<file path="config.mk">
export PLATFORM = sky130hd
export DESIGN_NAME = shared_data_rx_mc_m
export DESIGN_NICKNAME = d
export VERILOG_FILES = /design/src/rtl/shared_data_rx_mc_m.sv
export SDC_FILE = /design/constraint.sdc
export NUM_CORES = 2
export LEC_CHECK = 0
export BUFFER_PORTS_ARGS = -buffer_cell sky130_fd_sc_hd__buf_2
export CORE_ASPECT_RATIO = 0.9
export CORE_MARGIN = 10
export CORE_UTILIZATION = 35
export CTS_BUF_LIST = sky130_fd_sc_hd__clkbuf_4 sky130_fd_sc_hd__clkbuf_8
export DETAILED_ROUTE_END_ITERATION = 6
export GPL_TIMING_DRIVEN = 0
export SLEW_MARGIN = 20
export SYNTH_ARGS = -nofsm -noshare
export SYNTH_HDL_FRONTEND = slang
export SYNTH_SLANG_ARGS = --single-unit
</file>
<file path="constraint.sdc">
create_clock -name clk -period 28.8 [get_ports clk]
set_input_delay 0 -clock clk [delete_from_list [all_inputs] [get_ports clk]]
set_output_delay 0 -clock clk [all_outputs]
set_load 0.05 [all_outputs]
</file>
<file path="src/rtl/shared_data_rx_mc_m.sv">
// Shared-data RX decoder: validates K-framed segment frames and replays them to CH_COUNT write ports.
// Optional statistics counters are built when SHARED_DATA_RX_STATS_EN is defined.
module shared_data_rx_mc_m #(
  parameter int          DATA_BYTES  = 4,
  parameter int          MAX_WORDS   = 16,
  parameter int          CH_COUNT    = 4,
  parameter int          ADDR_W      = 16,
  parameter int          TIMEOUT_CYC = 1024,
  parameter logic [7:0]  K_START     = 8'h5C,
  parameter logic [7:0]  K_STOP      = 8'h3C
) (
  input  logic                             clk,
  input  logic                             rst,
  input  logic [7:0]                       rx_data,
  input  logic                             rx_isk,
  input  logic                             rx_valid,
  output logic [CH_COUNT-1:0]              wr_valid,
  input  logic [CH_COUNT-1:0]              wr_ready,
  output logic [CH_COUNT*ADDR_W-1:0]       wr_addr,
  output logic [CH_COUNT*DATA_BYTES*8-1:0] wr_data,
  output logic                             busy,
  output logic                             frame_ok,
  output logic                             frame_err
`ifdef SHARED_DATA_RX_STATS_EN
  ,
  output logic [15:0]                      crc_err_cnt,
  output logic [15:0]                      len_err_cnt,
  output logic [15:0]                      ovr_cnt,
  output logic [15:0]                      tmo_err_cnt
`endif
);

  localparam int DW    = DATA_BYTES * 8;
  localparam int IDX_W = $clog2(MAX_WORDS);
  localparam int WC_W  = IDX_W + 1;
  localparam int BC_W  = (DATA_BYTES > 1) ? $clog2(DATA_BYTES) : 1;
  localparam int TMO_W = $clog2(TIMEOUT_CYC + 1);
  localparam logic [ADDR_W-1:0] SEG_STRIDE  = ADDR_W'(MAX_WORDS * DATA_BYTES);
  localparam logic [ADDR_W-1:0] BYTE_STRIDE = ADDR_W'(DATA_BYTES);

  typedef enum logic [2:0] {
    RX_IDLE, RX_ADDR, RX_DATA, RX_CHK0, RX_CHK1, RX_CHECK
  } rx_state_t;
  typedef enum logic {CH_IDLE, CH_WRITE} ch_state_t;

  rx_state_t        r_rx_state, w_rx_next;
  logic [15:0]      r_chk, r_rx_chk;
  logic [7:0]       r_seg, r_hold_seg;
  logic [WC_W-1:0]  r_word_cnt, r_count, r_hold_count;
  logic [BC_W-1:0]  r_byte_cnt;
  logic [TMO_W-1:0] r_tmo_cnt;
  logic [DW-1:0]    r_asm  [MAX_WORDS];
  logic [DW-1:0]    r_hold [MAX_WORDS];
  logic             r_frame_ok, r_frame_err;

  ch_state_t        r_ch_state [CH_COUNT];
  ch_state_t        w_ch_next  [CH_COUNT];
  logic [IDX_W-1:0] r_idx      [CH_COUNT];
  logic [IDX_W-1:0] w_idx_next [CH_COUNT];

  logic w_start, w_stop, w_active, w_tmo, w_good;
  logic w_clear, w_seg_ld, w_byte_wr, w_stop_ld, w_chk_hi, w_chk_lo;
  logic w_err_len, w_err_k, w_err_tmo, w_accept, w_ovr, w_crc;

  assign w_start  = rx_isk && (rx_data == K_START);
  assign w_stop   = rx_isk && (rx_data == K_STOP);
  assign w_active = (r_rx_state == RX_ADDR) || (r_rx_state == RX_DATA) ||
                    (r_rx_state == RX_CHK0) || (r_rx_state == RX_CHK1);
  assign w_tmo    = w_active && !rx_valid && (r_tmo_cnt == TMO_W'(TIMEOUT_CYC - 1));
  assign w_good   = (r_chk == r_rx_chk) && (r_count != '0) && (r_seg != 8'hFF);

  always_ff @(posedge clk or posedge rst) begin
    if (rst) r_rx_state <= RX_IDLE;
    else     r_rx_state <= w_rx_next;
  end

  always_comb begin
    w_rx_next = r_rx_state;
    w_clear   = 1'b0;
    w_seg_ld  = 1'b0;
    w_byte_wr = 1'b0;
    w_stop_ld = 1'b0;
    w_chk_hi  = 1'b0;
    w_chk_lo  = 1'b0;
    w_err_len = 1'b0;
    w_err_k   = 1'b0;
    w_err_tmo = 1'b0;
    w_accept  = 1'b0;
    w_ovr     = 1'b0;
    w_crc     = 1'b0;
    case (r_rx_state)
      RX_IDLE: begin
        if (rx_valid && w_start) begin
          w_clear   = 1'b1;
          w_rx_next = RX_ADDR;
        end
      end
      RX_CHECK: begin
        w_rx_next = RX_IDLE;
        w_accept  = w_good && !busy;
        w_ovr     = w_good && busy;
        w_crc     = !w_good;
      end
      default: begin
        if (rx_valid) begin
          if (w_start) begin
            w_clear   = 1'b1;
            w_rx_next = RX_ADDR;
          end else if (rx_isk) begin
            if (r_rx_state == RX_DATA && w_stop) begin
              w_stop_ld = 1'b1;
              w_rx_next = RX_CHK0;
            end else begin
              w_err_k   = 1'b1;
              w_rx_next = RX_IDLE;
            end
          end else if (r_rx_state == RX_ADDR) begin
            w_seg_ld  = 1'b1;
            w_rx_next = RX_DATA;
          end else if (r_rx_state == RX_DATA) begin
            if (r_word_cnt == WC_W'(MAX_WORDS)) begin
              w_err_len = 1'b1;
              w_rx_next = RX_IDLE;
            end else begin
              w_byte_wr = 1'b1;
            end
          end else if (r_rx_state == RX_CHK0) begin
            w_chk_hi  = 1'b1;
            w_rx_next = RX_CHK1;
          end else begin
            w_chk_lo  = 1'b1;
            w_rx_next = RX_CHECK;
          end
        end else if (w_tmo) begin
          w_err_tmo = 1'b1;
          w_rx_next = RX_IDLE;
        end
      end
    endcase
  end

  // Assembly datapath; the holding buffer only changes on an accepted frame.
  always_ff @(posedge clk or posedge rst) begin
    if (rst) begin
      r_chk        <= 16'hFFFF;
      r_rx_chk     <= '0;
      r_seg        <= '0;
      r_word_cnt   <= '0;
      r_byte_cnt   <= '0;
      r_count      <= '0;
      r_tmo_cnt    <= '0;
      r_hold_seg   <= '0;
      r_hold_count <= '0;
      r_frame_ok   <= 1'b0;
      r_frame_err  <= 1'b0;
      for (int w = 0; w < MAX_WORDS; w++) begin
        r_asm[w]  <= '0;
        r_hold[w] <= '0;
      end
    end else begin
      r_frame_ok  <= w_accept;
      r_frame_err <= w_err_len | w_err_k | w_err_tmo | w_ovr | w_crc;
      if (w_active && !rx_valid) r_tmo_cnt <= r_tmo_cnt + 1'b1;
      else                       r_tmo_cnt <= '0;
      if (w_clear) begin
        r_chk      <= 16'hFFFF;
        r_word_cnt <= '0;
        r_byte_cnt <= '0;
        for (int w = 0; w < MAX_WORDS; w++) r_asm[w] <= '0;
      end
      if (w_seg_ld) begin
        r_seg <= rx_data;
        r_chk <= r_chk - {8'h00, rx_data};
      end
      if (w_byte_wr) begin
        r_chk <= r_chk - {8'h00, rx_data};
        for (int b = 0; b < DATA_BYTES; b++)
          if (r_byte_cnt == BC_W'(b)) r_asm[r_word_cnt[IDX_W-1:0]][b*8 +: 8] <= rx_data;
        if (r_byte_cnt == BC_W'(DATA_BYTES - 1)) begin
          r_byte_cnt <= '0;
          r_word_cnt <= r_word_cnt + 1'b1;
        end else begin
          r_byte_cnt <= r_byte_cnt + 1'b1;
        end
      end
      if (w_stop_ld) r_count <= r_word_cnt + {{(WC_W-1){1'b0}}, (r_byte_cnt != '0)};
      if (w_chk_hi)  r_rx_chk[15:8] <= rx_data;
      if (w_chk_lo)  r_rx_chk[7:0]  <= rx_data;
      if (w_accept) begin
        r_hold_seg   <= r_seg;
        r_hold_count <= r_count;
        for (int w = 0; w < MAX_WORDS; w++) r_hold[w] <= r_asm[w];
      end
    end
  end

  assign frame_ok  = r_frame_ok;
  assign frame_err = r_frame_err;

  always_ff @(posedge clk or posedge rst) begin
    if (rst) begin
      for (int c = 0; c < CH_COUNT; c++) begin
        r_ch_state[c] <= CH_IDLE;
        r_idx[c]      <= '0;
      end
    end else begin
      for (int c = 0; c < CH_COUNT; c++) begin
        r_ch_state[c] <= w_ch_next[c];
        r_idx[c]      <= w_idx_next[c];
      end
    end
  end

  // Handshake: a word moves when wr_valid && wr_ready at a rising edge; addr/data hold while stalled.
  always_comb begin
    for (int c = 0; c < CH_COUNT; c++) begin
      w_ch_next[c]  = r_ch_state[c];
      w_idx_next[c] = r_idx[c];
      case (r_ch_state[c])
        CH_IDLE: begin
          if (w_accept) begin
            w_ch_next[c]  = CH_WRITE;
            w_idx_next[c] = '0;
          end
        end
        default: begin
          if (wr_ready[c]) begin
            if ((WC_W'(r_idx[c]) + WC_W'(1)) == r_hold_count) w_ch_next[c] = CH_IDLE;
            else                                               w_idx_next[c] = r_idx[c] + 1'b1;
          end
        end
      endcase
    end
  end

  always_comb begin
    busy = 1'b0;
    for (int c = 0; c < CH_COUNT; c++)
      if (r_ch_state[c] == CH_WRITE) busy = 1'b1;
  end

  for (genvar c = 0; c < CH_COUNT; c++) begin : g_ch
    assign wr_valid[c]                = (r_ch_state[c] == CH_WRITE);
    assign wr_addr[c*ADDR_W +: ADDR_W] = ADDR_W'(r_hold_seg) * SEG_STRIDE +
                                         ADDR_W'(r_idx[c]) * BYTE_STRIDE;
    assign wr_data[c*DW +: DW]         = r_hold[r_idx[c]];
  end

`ifdef SHARED_DATA_RX_STATS_EN
  logic [15:0] r_crc_cnt, r_len_cnt, r_ovr_cnt, r_tmo_err_cnt;

  always_ff @(posedge clk or posedge rst) begin
    if (rst) begin
      r_crc_cnt     <= '0;
      r_len_cnt     <= '0;
      r_ovr_cnt     <= '0;
      r_tmo_err_cnt <= '0;
    end else begin
      if (w_crc && r_crc_cnt != 16'hFFFF)                    r_crc_cnt     <= r_crc_cnt + 1'b1;
      if ((w_err_len || w_err_k) && r_len_cnt != 16'hFFFF)   r_len_cnt     <= r_len_cnt + 1'b1;
      if (w_ovr && r_ovr_cnt != 16'hFFFF)                    r_ovr_cnt     <= r_ovr_cnt + 1'b1;
      if (w_err_tmo && r_tmo_err_cnt != 16'hFFFF)            r_tmo_err_cnt <= r_tmo_err_cnt + 1'b1;
    end
  end

  assign crc_err_cnt = r_crc_cnt;
  assign len_err_cnt = r_len_cnt;
  assign ovr_cnt     = r_ovr_cnt;
  assign tmo_err_cnt = r_tmo_err_cnt;
`endif

endmodule

</file>
==> run metrics <==
clock slew at the register clock pins of the worst setup and hold paths=0.06 ns; largest stage delay on the critical path=0.94 ns; total congestion overflow=0; total of buffers placed on input and output ports=196; # IOs=215; number of maximum-capacitance violations=0; critical path cell sequence=clkbuf_1 -> and2_1 -> clkbuf_2 -> clkbuf_2 -> a221oi_1 -> a22oi_1 -> nand2_1 -> buf_2; top cells by area in the synthesized netlist=dfrtp_1, mux4_2, nand2_1, a22o_1, mux2i_1; GR Layer Usage met1=39.75%; setup ws final=23.37 ns; sequential cell area fraction in the yosys report=46.76%; cell type with the highest aggregate area in the netlist=dfrtp_1; share of the synthesized area in the top cell type=46.06%; peak clock frequency supported by timing=0.1842 GHz; number of post-CTS setup repair buffers=0; core area=171,200 um^2; most used cell along the critical path=clkbuf_2; remaining antenna violation count=0; Syn-to-layout area delta=17.23%; post-synthesis sequential element count=1,125; met3 layer usage reported by global route=14.38%; master cell of the clock root buffer=clkbuf_8; Initial Util=35.20%; proportion of register bits with asynchronous set or reset after synthesis=100.0%; source of the worst register-to-register timing path=wr_valid[0]; later-pin clock latency in the skew report=1.01 ns; largest net degree at the start of global routing=36; number of enable flip-flop cells after synthesis=0; commonest cells after routing, fill and taps aside=nand2_1, dfrtp_1, a22o_1, mux2i_1; initial antenna violation count=24; total leakage power=33.78 nW; WP data arrival=5.43 ns; TritonCTS sink count=1,125; Worst Setup Slack post-DPL=24.35 ns; height of the die=413.6 um; kind of start point of the critical path=flop; YS warnings=0; launch instance of the worst min-delay path=rx_valid; number of hold-slack violations in the final timing report=0; routed length per instance=38.00 um; number of buffers inserted during clock tree synthesis=199; layer with the highest usage after global routing=met2; GR Util met2=45.35%; overall die width=457.3 um; Post-Syn Area=60,250 um^2; Min Clock Period, post-route=5.428 ns; final max-slew violation count=0; origin of the worst setup path=r_idx[5]; Crit-path slowest cell=clkbuf_1; sum of negative setup slack=0 ns; half-perimeter wire length of the detailed placement result=235.1 mm; maximum level of the CTS H-tree=4; synthesized netlist cell count=5,524; endpoints failing setup=0; Worst Setup End Kind=output pin; worst slew pin tran=1.392 ns; CTS tree=done; count of cell types in the netlist=75; post-layout total power=5.953 mW; RSZ-0062 raised after global routing=no; post-synthesis average cell area=10.91 um^2; result of the run=finished, violations left; vias in the first global route=51,585; type of the worst setup path=flop to output pin; Relative slew margins=7.176%; remaining routing DRC violations=4; critical path required time=28.80 ns; VDD IR max=0.06229 mV; vias after detailed routing=54,830; first-pass GRT wire length=432.5 mm; Gates resized, CTS repair=0; drt total wl=321.9 mm; most common cell after layout, fill and taps aside=nand2_1; GRT Overall Usage=32.97%; Hold/Removal Path Class=input port to flop; leading register cell type out of synthesis=dfrtp_1; Storage cell area=28,170 um^2; row count=144; DR vias/cell=6.472; iteration count of the initial detailed-routing pass=7; overall die area=189,200 um^2; final weighted congestion in routability-driven placement=1.046; Filler cells=16,459; number of design-rule violations left by the first detailed-router iteration=8,362; maximum clock skew at final layout=0.06778 ns; share of cells above drive strength 1=24.13%; nets=6,085; final period utilization=18.85%; Clock Tree Buf Depth=3; violations in the final reports=DRC; Hold Buf Count CTS=33; multi-input combinational cell area=29,860 um^2; worst-path fanout max=10; power per cell area=84.28 nW/um^2
-- cell usage after synthesis, drive strengths merged (3+ instances only) --
cell	instances
a211oi	5
a21oi	55
a221o	3
a221oi	160
a22o	520
a22oi	96
and2	6
and3	6
and4b	3
buf	229
clkbuf	220
dfrtp	1109
dfstp	16
ha	23
inv	34
mux2	46
mux2i	365
mux4	352
nand2	1746
nand2b	3
nand3	37
nand4	9
nor2	172
nor2b	6
nor3	18
nor3b	6
nor4	12
o21a	6
o21ai	154
o311ai	3
o31ai	8
or2	3
or3	7
xnor2	24
xor2	31
-- area by class of cell --
type	count	area share [%]
buffer	449	3.249
tap	2263	4.009
antenna	18	0.06378
clock buffer	315	5.563
inverter	34	0.1860
timing repair buffer	305	4.257
clock inverter	32	0.5031
sequential	1125	39.89
multi-input combinational	3931	42.28
-- where the power goes --
| part | leakage, nW | internal (mW) | switching (mW) |
|---|---|---|---|
| clock | 2.27 | 0.907 | 0.741 |
| combinational | 15.9 | 0.662 | 1.91 |
| sequential | 15.6 | 1.66 | 0.0705 |
-- through the flow --
stage                     util, %  std cells  instance area, um^2  hold WS, ns
after floorplan                 -       5539                60310      0.08471
after global placement      37.46       7998                64120       0.2576
after detailed placement    38.52       8073                65940       0.1486
after CTS                   41.22       8453                70550     0.001319
after global routing        41.24       8455                70580      0.07893
final                       41.26       8472                70630      0.05757
-- kinds of logic (layout without fill, tap and decap cells) --
logic type                 Yosys count  after routing  synth area share, %
buffers and inverters              483           1135                3.786
other                                1             34             0.006224
xor gates and xnor gates            55             55               0.7995
AOI/OAI and AO/OA                 1030           1030                13.44
and+or+nand+nor                   2043           2043                14.61
DFF                               1125           1125                46.76
adders and majority gates           24             24               0.5109
muxes                              763            763                20.08
-- per-layer routing --
layer | wire length (um) | vias to the layer above
met5 | 73 | -
met4 | 31860 | 12
met3 | 48080 | 1241
met2 | 128200 | 4649
met1 | 113700 | 27779
li1 | - | 21149
-- final timing paths --
| kind | depth (start not counted) | end | slack [ns] |
|---|---|---|---|
| max in group asynchronous | 11 | r_hold[138] | 26.45 |
| setup / recovery | 8 | wr_data[82] | 23.37 |
| min in group asynchronous | 4 | r_hold[505] | 0.26 |
| hold reg to reg | 2 | r_hold[218] | 0.43 |
| setup reg to reg | 9 | r_hold[66] | 23.87 |
| hold / removal | 4 | r_tmo_cnt[10] | 0.06 |
-- registers in the layout, summed over array words and instances, names as in the netlist --
signal,cells
r_byte_cnt,2
frame_ok,1
r_seg,8
r_rx_state,3
r_hold_count,5
r_chk,16
r_tmo_cnt,11
r_idx,16
wr_valid,4
r_asm,512
r_hold,512
r_rx_chk,16
r_word_cnt,5
frame_err,1
r_count,5
r_hold_seg,8
-- worst max-delay path: cells and delay by family, from the launching register on --
| family | cells | cell delay [ns] |
|---|---|---|
| compound gates | 2 | 0.57 |
| buf+inv | 4 | 2.78 |
| flops | 1 | 0.37 |
| simple gates | 2 | 0.68 |
No activity file was read; power rests on OpenSTA's default activity.
